$ cat src/rtl/sfx_voice.sv
// sfx_voice -- single square-wave sound-effect voice with optional linear
// frequency sweep and a length limit counted in sweep ticks.
//
// Ports:
//   clk          audio-domain clock
//   rst_n        asynchronous active-low reset
//   play         one-cycle pulse: start/restart the sound (ignored if base_period == 0)
//   stop         one-cycle pulse: abort the sound
//   base_period  initial half-period in clk cycles (sampled on play)
//   delta        half-period change per sweep tick (sampled on play)
//   sweep_down   1: subtract delta per tick, 0: add it (sampled on play)
//   length       duration in sweep ticks, 0 = until stop (sampled on play)
//   out          square-wave audio bit (registered)
//   busy         high while playing (registered)
//
// Configuration macro: SFX_VOICE_SWEEP_EN -- when defined, the half-period
// sweeps by delta every tick (saturating at 1 and at all-ones); when
// undefined, there is no sweep logic and delta/sweep_down are ignored.

module sfx_voice #(
  parameter int unsigned PERIOD_WIDTH = 24,
  parameter int unsigned LEN_WIDTH    = 12,
  parameter int unsigned TICK_DIV     = 100_000
) (
  input  logic                    clk,
  input  logic                    rst_n,
  input  logic                    play,
  input  logic                    stop,
  input  logic [PERIOD_WIDTH-1:0] base_period,
  input  logic [15:0]             delta,
  input  logic                    sweep_down,
  input  logic [LEN_WIDTH-1:0]    length,
  output logic                    out,
  output logic                    busy
);

  localparam int unsigned PRESC_W = (TICK_DIV > 1) ? $clog2(TICK_DIV) : 1;
  localparam logic [PRESC_W-1:0] PRESC_LAST = PRESC_W'(TICK_DIV - 1);

  typedef enum logic {
    IDLE,
    PLAY
  } state_t;

  state_t                  state, state_next;
  logic                    out_next, busy_next;
  logic [PERIOD_WIDTH-1:0] half_cnt, half_cnt_next;
  logic [PRESC_W-1:0]      presc, presc_next;
  logic [LEN_WIDTH-1:0]    tick_cnt, tick_cnt_next;
  logic [PERIOD_WIDTH-1:0] cur_period, cur_period_next;
  logic [LEN_WIDTH-1:0]    len_r, len_next;

  logic                    start;
  logic                    half_wrap;
  logic                    sweep_tick;
  logic [LEN_WIDTH-1:0]    tick_inc;
  logic                    expire;

`ifdef SFX_VOICE_SWEEP_EN
  localparam int unsigned SUM_W = ((PERIOD_WIDTH > 16) ? PERIOD_WIDTH : 16) + 1;

  logic [15:0]             delta_r, delta_next;
  logic                    sweep_down_r, sweep_down_next;
  logic [SUM_W-1:0]        cur_ext, delta_ext, sum_ext;
  logic [PERIOD_WIDTH-1:0] swept_period;

  // Saturating sweep: never reaches 0 going down, clamps at all-ones going up.
  always_comb begin
    cur_ext      = SUM_W'(cur_period);
    delta_ext    = SUM_W'(delta_r);
    sum_ext      = cur_ext + delta_ext;
    swept_period = cur_period;
    if (sweep_down_r) begin
      if (cur_ext > delta_ext) swept_period = PERIOD_WIDTH'(cur_ext - delta_ext);
      else                     swept_period = PERIOD_WIDTH'(1);
    end else begin
      if (sum_ext[SUM_W-1:PERIOD_WIDTH] != '0) swept_period = '1;
      else                                     swept_period = PERIOD_WIDTH'(sum_ext);
    end
  end
`else
  logic unused_sweep_inputs;
  assign unused_sweep_inputs = ^{delta, sweep_down};
`endif

  assign start = play && (base_period != '0);

  // ">=" rather than "==" so a period that shrinks below the running count
  // wraps on the very next cycle instead of running the counter all the way round.
  assign half_wrap  = ({1'b0, half_cnt} + (PERIOD_WIDTH + 1)'(1)) >= {1'b0, cur_period};
  assign sweep_tick = (presc == PRESC_LAST);
  assign tick_inc   = tick_cnt + LEN_WIDTH'(1);
  assign expire     = sweep_tick && (len_r != '0) && (tick_inc == len_r);

  always_comb begin
    state_next      = state;
    out_next        = out;
    half_cnt_next   = half_cnt;
    presc_next      = presc;
    tick_cnt_next   = tick_cnt;
    cur_period_next = cur_period;
    len_next        = len_r;
`ifdef SFX_VOICE_SWEEP_EN
    delta_next      = delta_r;
    sweep_down_next = sweep_down_r;
`endif

    if (start) begin
      // play wins over stop and over a simultaneous length expiry
      cur_period_next = base_period;
      len_next        = length;
`ifdef SFX_VOICE_SWEEP_EN
      delta_next      = delta;
      sweep_down_next = sweep_down;
`endif
      half_cnt_next   = '0;
      presc_next      = '0;
      tick_cnt_next   = '0;
      out_next        = 1'b0;
      state_next      = PLAY;
    end else if (state == PLAY) begin
      if (stop) begin
        state_next = IDLE;
        out_next   = 1'b0;
      end else begin
        if (half_wrap) begin
          half_cnt_next = '0;
          out_next      = ~out;
        end else begin
          half_cnt_next = half_cnt + PERIOD_WIDTH'(1);
        end

        if (sweep_tick) begin
          presc_next    = '0;
          tick_cnt_next = tick_inc;
`ifdef SFX_VOICE_SWEEP_EN
          cur_period_next = swept_period;
`endif
          if (expire) begin
            state_next = IDLE;
            out_next   = 1'b0;
          end
        end else begin
          presc_next = presc + PRESC_W'(1);
        end
      end
    end

    busy_next = (state_next == PLAY);
  end

  always_ff @(posedge clk or negedge rst_n) begin
    if (!rst_n) begin
      state        <= IDLE;
      out          <= 1'b0;
      busy         <= 1'b0;
      half_cnt     <= '0;
      presc        <= '0;
      tick_cnt     <= '0;
      cur_period   <= '0;
      len_r        <= '0;
`ifdef SFX_VOICE_SWEEP_EN
      delta_r      <= '0;
      sweep_down_r <= 1'b0;
`endif
    end else begin
      state        <= state_next;
      out          <= out_next;
      busy         <= busy_next;
      half_cnt     <= half_cnt_next;
      presc        <= presc_next;
      tick_cnt     <= tick_cnt_next;
      cur_period   <= cur_period_next;
      len_r        <= len_next;
`ifdef SFX_VOICE_SWEEP_EN
      delta_r      <= delta_next;
      sweep_down_r <= sweep_down_next;
`endif
    end
  end

endmodule

$ cat config.mk
export PLATFORM = sky130hd
export DESIGN_NAME = sfx_voice
export DESIGN_NICKNAME = d
export VERILOG_FILES = /design/src/rtl/sfx_voice.sv
export SDC_FILE = /design/constraint.sdc
export NUM_CORES = 1
export LEC_CHECK = 0
export CAP_MARGIN = 40
export CORE_UTILIZATION = 35
export CTS_CLUSTER_DIAMETER = 100
export CTS_CLUSTER_SIZE = 20
export DETAILED_ROUTE_END_ITERATION = 12
export SLEW_MARGIN = 20
export SYNTH_ARGS = -nofsm -noshare
export SYNTH_HDL_FRONTEND = slang
export SYNTH_SLANG_ARGS = --single-unit
$ cat constraint.sdc
create_clock -name clk -period 8.2 [get_ports clk]
set_input_delay 1.64 -clock clk [delete_from_list [all_inputs] [get_ports clk]]
set_output_delay 1.64 -clock clk [all_outputs]
set_load 0.01 [all_outputs]
After elaboration in Yosys (flattened, before gate mapping)
Cells that the tools add are included.
- register bits after elaboration: 91
- input bits: 57
- output and inout bits: 2
- logic and storage cells: 48
- $add $sub $neg: 4
- order comparisons: 1
- equality and inequality tests: 3
- multiplexer cells: 23
- bitwise gates (word level): 1
- reductions and logical operators: 9
- operators by type and width (cell ; number):
    $mux 24 ; 4
    $mux 17 ; 4
    $mux 12 ; 4
    $add 24x1->25 const B ; 1
    $ge 25x24->1 ; 1
    $add 24x1->24 const B ; 1
    $reduce_bool 24->1 ; 1
    $add 17x1->17 const B ; 1
    $eq 17x17->1 const B ; 1
    $add 12x1->12 const B ; 1
    $eq 12x12->1 ; 1
    $reduce_bool 12->1 ; 1
    $mux 1 ; 11
    $reduce_bool 2->1 ; 2
    $logic_and 1x1->1 ; 3
    $reduce_and 3->1 ; 1
    $ne 2x1->1 const B ; 1
    $reduce_and 2->1 ; 1
    $not 1->1 ; 1

Depth between registers and ports, before layout
Gate-level depths: netlist of the first run.
- word-level depth: 8
- mapped depth: 16

Least setup slack after synthesis of the first run
No wires, ideal clock.
- kind: register -> register
- start point: register half_cnt[0]
- end point: register half_cnt[17]
- arrival time: 3.467 ns
- path slack: 4.668 ns
- stages on the path, launching flop included: 16
- buffers on the path: 1
- cell sequence: dfrtp_1 > ha_1 > nand4_1 > or4_4 > nor2_4 > nand4_1 > xnor2_1 > ha_1 > nand4_1 > nor2_1 > a221o_1 > a311oi_2 > nand4_4 > buf_6 > nor4_1 > o21a_1
- cells in the longest elaborated chain, start to end: 6
- elaborated cells on any way between the ends: 7
- those cells by class: add/sub (2); order compare (1); mux (4)
- ends and longest elaborated chain (what ; RTL line ; source):
    from (decl) ; 47 ; logic [PERIOD_WIDTH-1:0] half_cnt, half_cnt_next;
    from (signal assigned) ; 170 ; half_cnt <= half_cnt_next;
    $add 24x1->25 ; 90 ; assign half_wrap = ({1'b0, half_cnt} + (PERIOD_WIDTH + 1)'(1)) >= {1'b0, cur_period};
    $ge 25x24->1 ; 90 ;
    $mux 24 (*) ; 126 ; if (half_wrap) begin
    $mux 24 (*) ; 122 ; if (stop) begin
    $mux 24 (*) ; 121 ; end else if (state == PLAY) begin
    $mux 24 (*) ; 108 ; if (start) begin
Every way passes the cells marked *; elsewhere a longest branch is shown, timed or not. The select of a mux whose other input is x is not followed.
A chain may end at the register's enable or synchronous reset.

Worst setup path after layout of the first run
- start point: input base_period[15]
- end point: register half_cnt[17]
- cells in the longest elaborated chain, start to end: 4
- elaborated cells on any way between the ends: 6
- those cells by class: eq/ne (1); mux (1); reduce/logical (4)
- ends and longest elaborated chain (what ; RTL line ; source):
    from (decl) ; 29 ; input logic [PERIOD_WIDTH-1:0] base_period,
    $reduce_bool 24->1 (*) ; 86 ; assign start = play && (base_period != '0);
    $logic_and 1x1->1 (*) ; 86 ;
    $ne 2x1->1 (no line) / $reduce_bool 2->1 (equally long branches) ; - ;
    $reduce_and 2->1 (no line) ; - ;
Every way passes the cells marked *; elsewhere a longest branch is shown, timed or not.

==> key figures, run 1 <==
STA
  • Worst hold slack: 0.515 ns
  • Normalized max-slew margin: 0.508
  • Post-route clock skew: 0.00593 ns
  • Setup tns final: 0 ns
  • Final period util: 0.535
  • FMAX: 228 MHz
  • Fin crit period: 4.38 ns
  • RSZ-0062 raised after global routing: false
  • Worst Tran Pin Value: 0.731 ns
  • Setup violations, final: 0
  • Final Hold Viols: 0
  • Final Slew Violations: 0

Clocking
  • H-tree depth: 3
  • Clock Sinks: 91
  • TritonCTS clock tree: done
  • Cts bufs inserted: 9
  • Quantity of hold-fixing buffers added after cts: 0
  • Clock latency on the worst-skew pair: 0.35 ns
  • Setup bufs post-CTS: 0
  • Reg clk slew, reported paths: 0.07 ns
  • Clk buf depth: 2
  • Post-CTS sizing: 0
  • Root Buffer: clkbuf_16

Setup path
  • Most Frequent Cell on Critical Path: nor4_1
  • Crit-path cells: clkdlybuf4s50_1, nor4_1, nand4_1, o21a_2, buf_4, nor2_1, nand4_4, nor4_1, o21a_1
  • Reg2Reg Launch Point: half_cnt[0]
  • Worst path slowest cell: nor4_1
  • Crit Path Max Fanout: 72
  • Crit-path max cell delay: 0.67 ns
  • Crit end category: flip-flop
  • Critical Path Source: base_period[15]
  • Crit path launch type: primary input
  • Crit path kind: in2reg
  • CP arrival: 4.67 ns
  • Top Family by Delay on Critical Path: simple AND/OR/NAND/NOR gates
  • WP data required: 8.49 ns
  • Buf/Inv on CP: 2

Global route
  • Largest net degree at the start of global routing: 73
  • First-pass GRT wire length: 20900 µm
  • Vias in the first global route: 4332
  • Initial antenna violation count: 0
  • GRT Util Overall: 0.166
  • Gr ovfl total: 0

Floorplan
  • Core area: 14800 µm²
  • Row cnt: 44
  • Die Wd: 126 µm
  • Io pins: 59
  • DIE AREA: 15900 µm²
  • Starting Density: 0.365
  • DIE HEIGHT: 126 µm

Logic synthesis
  • Avg Cell Area, Syn: 8.78 µm²
  • Register area share after synthesis: 0.423
  • Top cell type's share of synthesized area: 0.423
  • Synth top area cells: dfrtp_1 42%, nand2_1 8.4%, ha_1 6.3%, xnor2_1 4.6%, o21ai_0 3.9%
  • Top_reg_cell synth: dfrtp_1
  • Synth warn: 0
  • Post-synth net total: 697
  • Post-Synthesis Cells: 613
  • Post-synth EDFFs: 0
  • Netlist cell types: 61
  • Flops & latches, synth: 91
  • Post-Synthesis Cell Area: 5380 µm²
  • Leading area contributor after synthesis: dfrtp_1
  • Fraction of registers with async set/reset: 1.00

Route
  • 1st-pass router iterations: 5
  • DR DRC count: 0
  • Via density: 5.17
  • Vias: 4324
  • Initial DRC Count: 210
  • Wire length per cell: 14.4 µm
  • Number of nets still failing antenna checks after routing: 0
  • Final WL: 12000 µm

Finish
  • Final core utilization: 0.425
  • Commonest non-fill, non-tap cell in the layout: nand2_1
  • Number of diodes: 0
  • Ratio of cells with drive above 1 in the final layout: 0.0552
  • Most frequent cells in the layout: 121 x nand2_1, 91 x dfrtp_1, 42 x o21ai_0
  • Layout net count: 731
  • Layout area overhead: 16.6%

Power
  • Leakage: 0.00289 µW
  • Peak VDD IR: 122 µV
  • Power Total: 1030 µW
  • P per Cell Area: 164 nW/µm²

Worst hold path
  • Hold Startpoint: cur_period[0]
  • Min-delay worst type: reg2reg

Place
  • Port bufs: 41
  • Routability-driven placement congestion ratio: 0.811
  • Hpwl dp: 8720 µm

Run status
  • Status: complete, no violations

Job
  • Max_cap viols: 0
## report_power, final
part / internal (µW) / leakage, µW / switching (µW)
clock network: 268 / 0.000149 / 180
registers: 466 / 0.00120 / 11.7
logic: 44.6 / 0.00154 / 59.1
## registers in the layout (all words and copies together) (netlist names)
register    cells
state           1
out             1
tick_cnt       12
cur_period     24
len_r          12
presc          17
half_cnt       24
## metrics by stage
stage          cells  setup slack [ns]  area (µm²)
2_1_floorplan    613              4.67        5380
3_3_place_gp     819              3.42        5930
3_5_place_dp     819              3.38        5930
4_1_cts          835              3.73        6250
5_1_grt          836              3.52        6280
6_report         836              3.82        6280
## final timing paths
path                                 end  slack (ns)  cells past startpoint
max in group asynchronous   half_cnt[19]        6.09                      3
hold / removal             cur_period[0]        0.52                      2
setup / recovery            half_cnt[17]        3.82                      9
setup reg to reg            half_cnt[17]        4.01                     14
min in group asynchronous      presc[15]        1.22                      1
hold reg to reg            cur_period[0]        0.52                      2
## metal layers
metal  vias up  GRT usage  wire, µm
met1      2095      0.199      5600
met4         0     0.0574       271
li1       2169          -         -
met3        20     0.0416       290
met5         -          0         0
met2        40      0.287      5860
## synthesized netlist by cell type (2+ instances only)
library cell / n
nor2b_1: 10
o21ai_0: 42
o21ai_1: 7
a31oi_1: 2
and4_1: 3
o211ai_1: 3
buf_4: 2
nand2_1: 121
buf_2: 4
or3_1: 7
clkbuf_1: 13
and2_1: 2
buf_6: 3
nor2_1: 40
xnor2_1: 28
nor3_2: 2
nand2b_1: 18
inv_1: 31
nand3_1: 19
a21oi_1: 15
a21o_1: 10
o22a_1: 2
nor3b_1: 4
nand4_1: 15
dfrtp_1: 91
xor2_1: 24
or4_1: 3
o21a_1: 3
nor3_1: 8
nor4_1: 16
ha_1: 27
or2_2: 3
and3_1: 7
## final cells by class
type / count / area (µm²)
Multi-Input combinational cell: 468 / 2870
Sequential cell: 91 / 2280
Fill cell: 1474 / 8480
Timing Repair Buffer: 46 / 465
Tap cell: 184 / 230
Clock inverter: 6 / 88.8
Inverter: 31 / 116
Clock buffer: 10 / 229
## tightest hold or removal path, cell delays in order, from the launching register on
cell	delay (ns)
dfrtp_1	0.37
nand2_1	0.06
nand2_1	0.06
## kinds of logic (layout without fill, tap and decap cells)
family / count (synthesis) / after routing / share of synthesized area
mux: 1 / 1 / 0.00186
fa+ha+maj: 27 / 27 / 0.0627
buf+inv: 54 / 93 / 0.0442
compound gates: 97 / 97 / 0.111
simple gates: 291 / 291 / 0.273
xor+xnor: 52 / 52 / 0.0846
flops: 91 / 91 / 0.423
No activity file was read; power rests on OpenSTA's default activity.
==> run 2, diff against run 1 <==
- clock period: 8.2 -> 3.8 ns (I/O delays scaled with it)
==> run 2 against run 1 <==
Against the previous run: die area stayed put; core utilization is 2.2 points higher; critical path depth increased by 6; via count is 1.9% higher; largest cell class unchanged; total power up 130%.
==> key figures, run 2 (synthesis results as in run 1) <==
Run status
  • Status: complete, no violations

Place
  • Hpwl dp: 9340 µm (+7.1%)
  • Inst Count DP: 840 (+2.6%)
  • Port bufs: 41 (unchanged)
  • Routability-driven placement congestion ratio: 0.843 (+4.0%)
  • DP Worst Slack: -0.0218 ns (-3.40 ns)

Finish
  • Commonest non-fill, non-tap cell in the layout: nand2_1
  • Number of diodes: 0 (unchanged)
  • Largest regs: cur_period (24), half_cnt (24), presc (17)
  • Most frequent cells in the layout: 121 x nand2_1, 91 x dfrtp_1, 40 x o21ai_0, 40 x clkdlybuf4s50_1, 39 x nor2_1
  • Final core utilization: 0.447 (+0.0219)
  • Ratio of cells with drive above 1 in the final layout: 0.110 (+0.0546)
  • Layout net count: 753 (+3.0%)
  • Layout area overhead: 22.6%
  • Non-Filler Instances: 858 (+2.6%)

Global route
  • First-pass GRT wire length: 21800 µm (+4.4%)
  • Initial antenna violation count: 0 (unchanged)
  • Vias in the first global route: 4634 (+7.0%)
  • Largest net degree at the start of global routing: 49 (-33%)
  • GRT Util Overall: 0.173 (+0.00762)
  • Gr ovfl total: 0 (unchanged)

Route
  • Wire length per cell: 14.7 µm (+2.3%)
  • Final WL: 12600 µm (+5.0%)
  • Number of nets still failing antenna checks after routing: 0 (unchanged)
  • 1st-pass router iterations: 4 (-1)
  • Vias: 4406 (+1.9%)
  • DR DRC count: 0 (unchanged)
  • Initial DRC Count: 229 (+9.0%)
  • Via density: 5.14 (-0.72%)

Clocking
  • H-tree depth: 3 (unchanged)
  • Reg clk slew, reported paths: 0.07 ns (about the same)
  • Quantity of hold-fixing buffers added after cts: 0 (unchanged)
  • Root Buffer: clkbuf_16
  • TritonCTS clock tree: done
  • Clock latency on the worst-skew pair: 0.35 ns (about the same)
  • Cts bufs inserted: 9 (unchanged)
  • Clk buf depth: 2 (unchanged)
  • Clock Sinks: 91 (unchanged)

STA
  • Normalized max-slew margin: 0.590 (+0.0818)
  • RSZ-0062 raised after global routing: true
  • Final period util: 0.982
  • Fin crit period: 3.73 ns
  • Worst hold slack: 0.334 ns (-0.182 ns)
  • FMAX: 268 MHz
  • Final Hold Viols: 0 (unchanged)
  • Post-route clock skew: 0.00824 ns (+0.00231 ns)
  • Final Slew Violations: 0 (unchanged)
  • Worst Tran Pin Value: 0.609 ns (-0.122 ns)
  • Post-route setup slack: 0.0685 ns (-3.75 ns)
  • Setup violations, final: 0 (unchanged)
  • Setup tns final: 0 ns (unchanged)

Setup path
  • Crit end category: flip-flop
  • Crit path kind: reg2reg
  • Crit-path cells: ha_2, nand4_1, or4_4, nor2_4, nand4_1, xnor2_2, ha_1, nand4_1, nor2_1, a221o_1, a311oi_2, nand4_4, buf_12, nor3b_1, a21o_1
  • Top Family by Delay on Critical Path: simple AND/OR/NAND/NOR gates
  • CP arrival: 4.03 ns (-0.64 ns)
  • Crit Path Max Fanout: 14 (-81%)
  • Crit-path max cell delay: 0.60 ns (-0.07 ns)
  • Most Frequent Cell on Critical Path: nand4_1
  • Worst path slowest cell: or4_4
  • Buf/Inv on CP: 1 (-1)
  • WP data required: 4.10 ns (-4.39 ns)
  • Crit path launch type: flip-flop

Power
  • Comb pwr share: 0.102 (about the same)
  • Sw Pwr: 556 µW (+120%)
  • Internal power: 1760 µW (+130%)
  • Leakage: 0.00312 µW (+7.7%)
  • Peak VDD IR: 233 µV (+91%)
  • Sequential share of power: 0.444 (-0.020)
  • Switching Share: 0.240 (-0.00373)
  • P per Cell Area: 351 nW/µm² (+110%)
  • Clock share of power: 0.454 (+0.019)

Floorplan
  • Starting Density: 0.365 (unchanged)
  • Row cnt: 44 (unchanged)
  • Io pins: 59 (unchanged)
  • DIE HEIGHT: 126 µm (unchanged)
  • Core area: 14800 µm² (unchanged)
  • DIE AREA: 15900 µm² (unchanged)
  • Die Wd: 126 µm (unchanged)

Worst hold path
  • Min-delay worst type: in2async

Job
  • Max_cap viols: 0 (unchanged)
## run 2: repair_timing
item | CTS | global route
pin swaps | 0 | 4
setup endpoints to repair | 2 | 25
buffers inserted | 0 | 2
gates resized for setup | 1 | 19
## run 2: power by group through the flow
stage	Combinational, µW	Sequential (µW)	Clock (µW)
2_1_floorplan	122	1040	0
3_3_place_gp	227	1050	0
3_5_place_dp	236	1050	0
4_1_cts	238	1030	1080
5_1_grt	271	1030	1120
6_report	237	1030	1050
## run 2: area by class of cell
type	count	area (µm²)
fillers	1404	8150
multi-input cells	468	2970
flip-flops and latches	91	2280
repair buffers	68	659
well taps	184	230
clock buffers	9	225
clock inverters	7	124
inverters	31	116
## run 2: layer usage
layer / share of wire / track usage / vias up
met5: 0 / 0 / -
met3: 0.035 / 0.0438 / 32
met2: 0.48 / 0.287 / 82
li1: - / - / 2213
met4: 0.035 / 0.0836 / 0
met1: 0.45 / 0.210 / 2079
## run 2: worst paths after layout
kind | from | to | slack (ns) | depth (start not counted)
setup / recovery | half_cnt[1] | half_cnt[2] | 0.07 | 15
hold / removal | rst_n | presc[6] | 0.33 | 1
setup reg to reg | half_cnt[1] | half_cnt[2] | 0.07 | 15
hold reg to reg | half_cnt[22] | half_cnt[22] | 0.52 | 2
max in group asynchronous | rst_n | len_r[4] | 2.71 | 3
min in group clk | half_cnt[22] | half_cnt[22] | 0.52 | 2
## run 2: per-stage QoR
| stage | instance area, µm² | total power [µW] |
|---|---|---|
| global placement | 6110 | 1270 |
| global route | 6600 | 2420 |
| finish | 6600 | 2320 |
| floorplan | 5380 | 1160 |
| CTS | 6490 | 2350 |
| detailed placement | 6130 | 1280 |
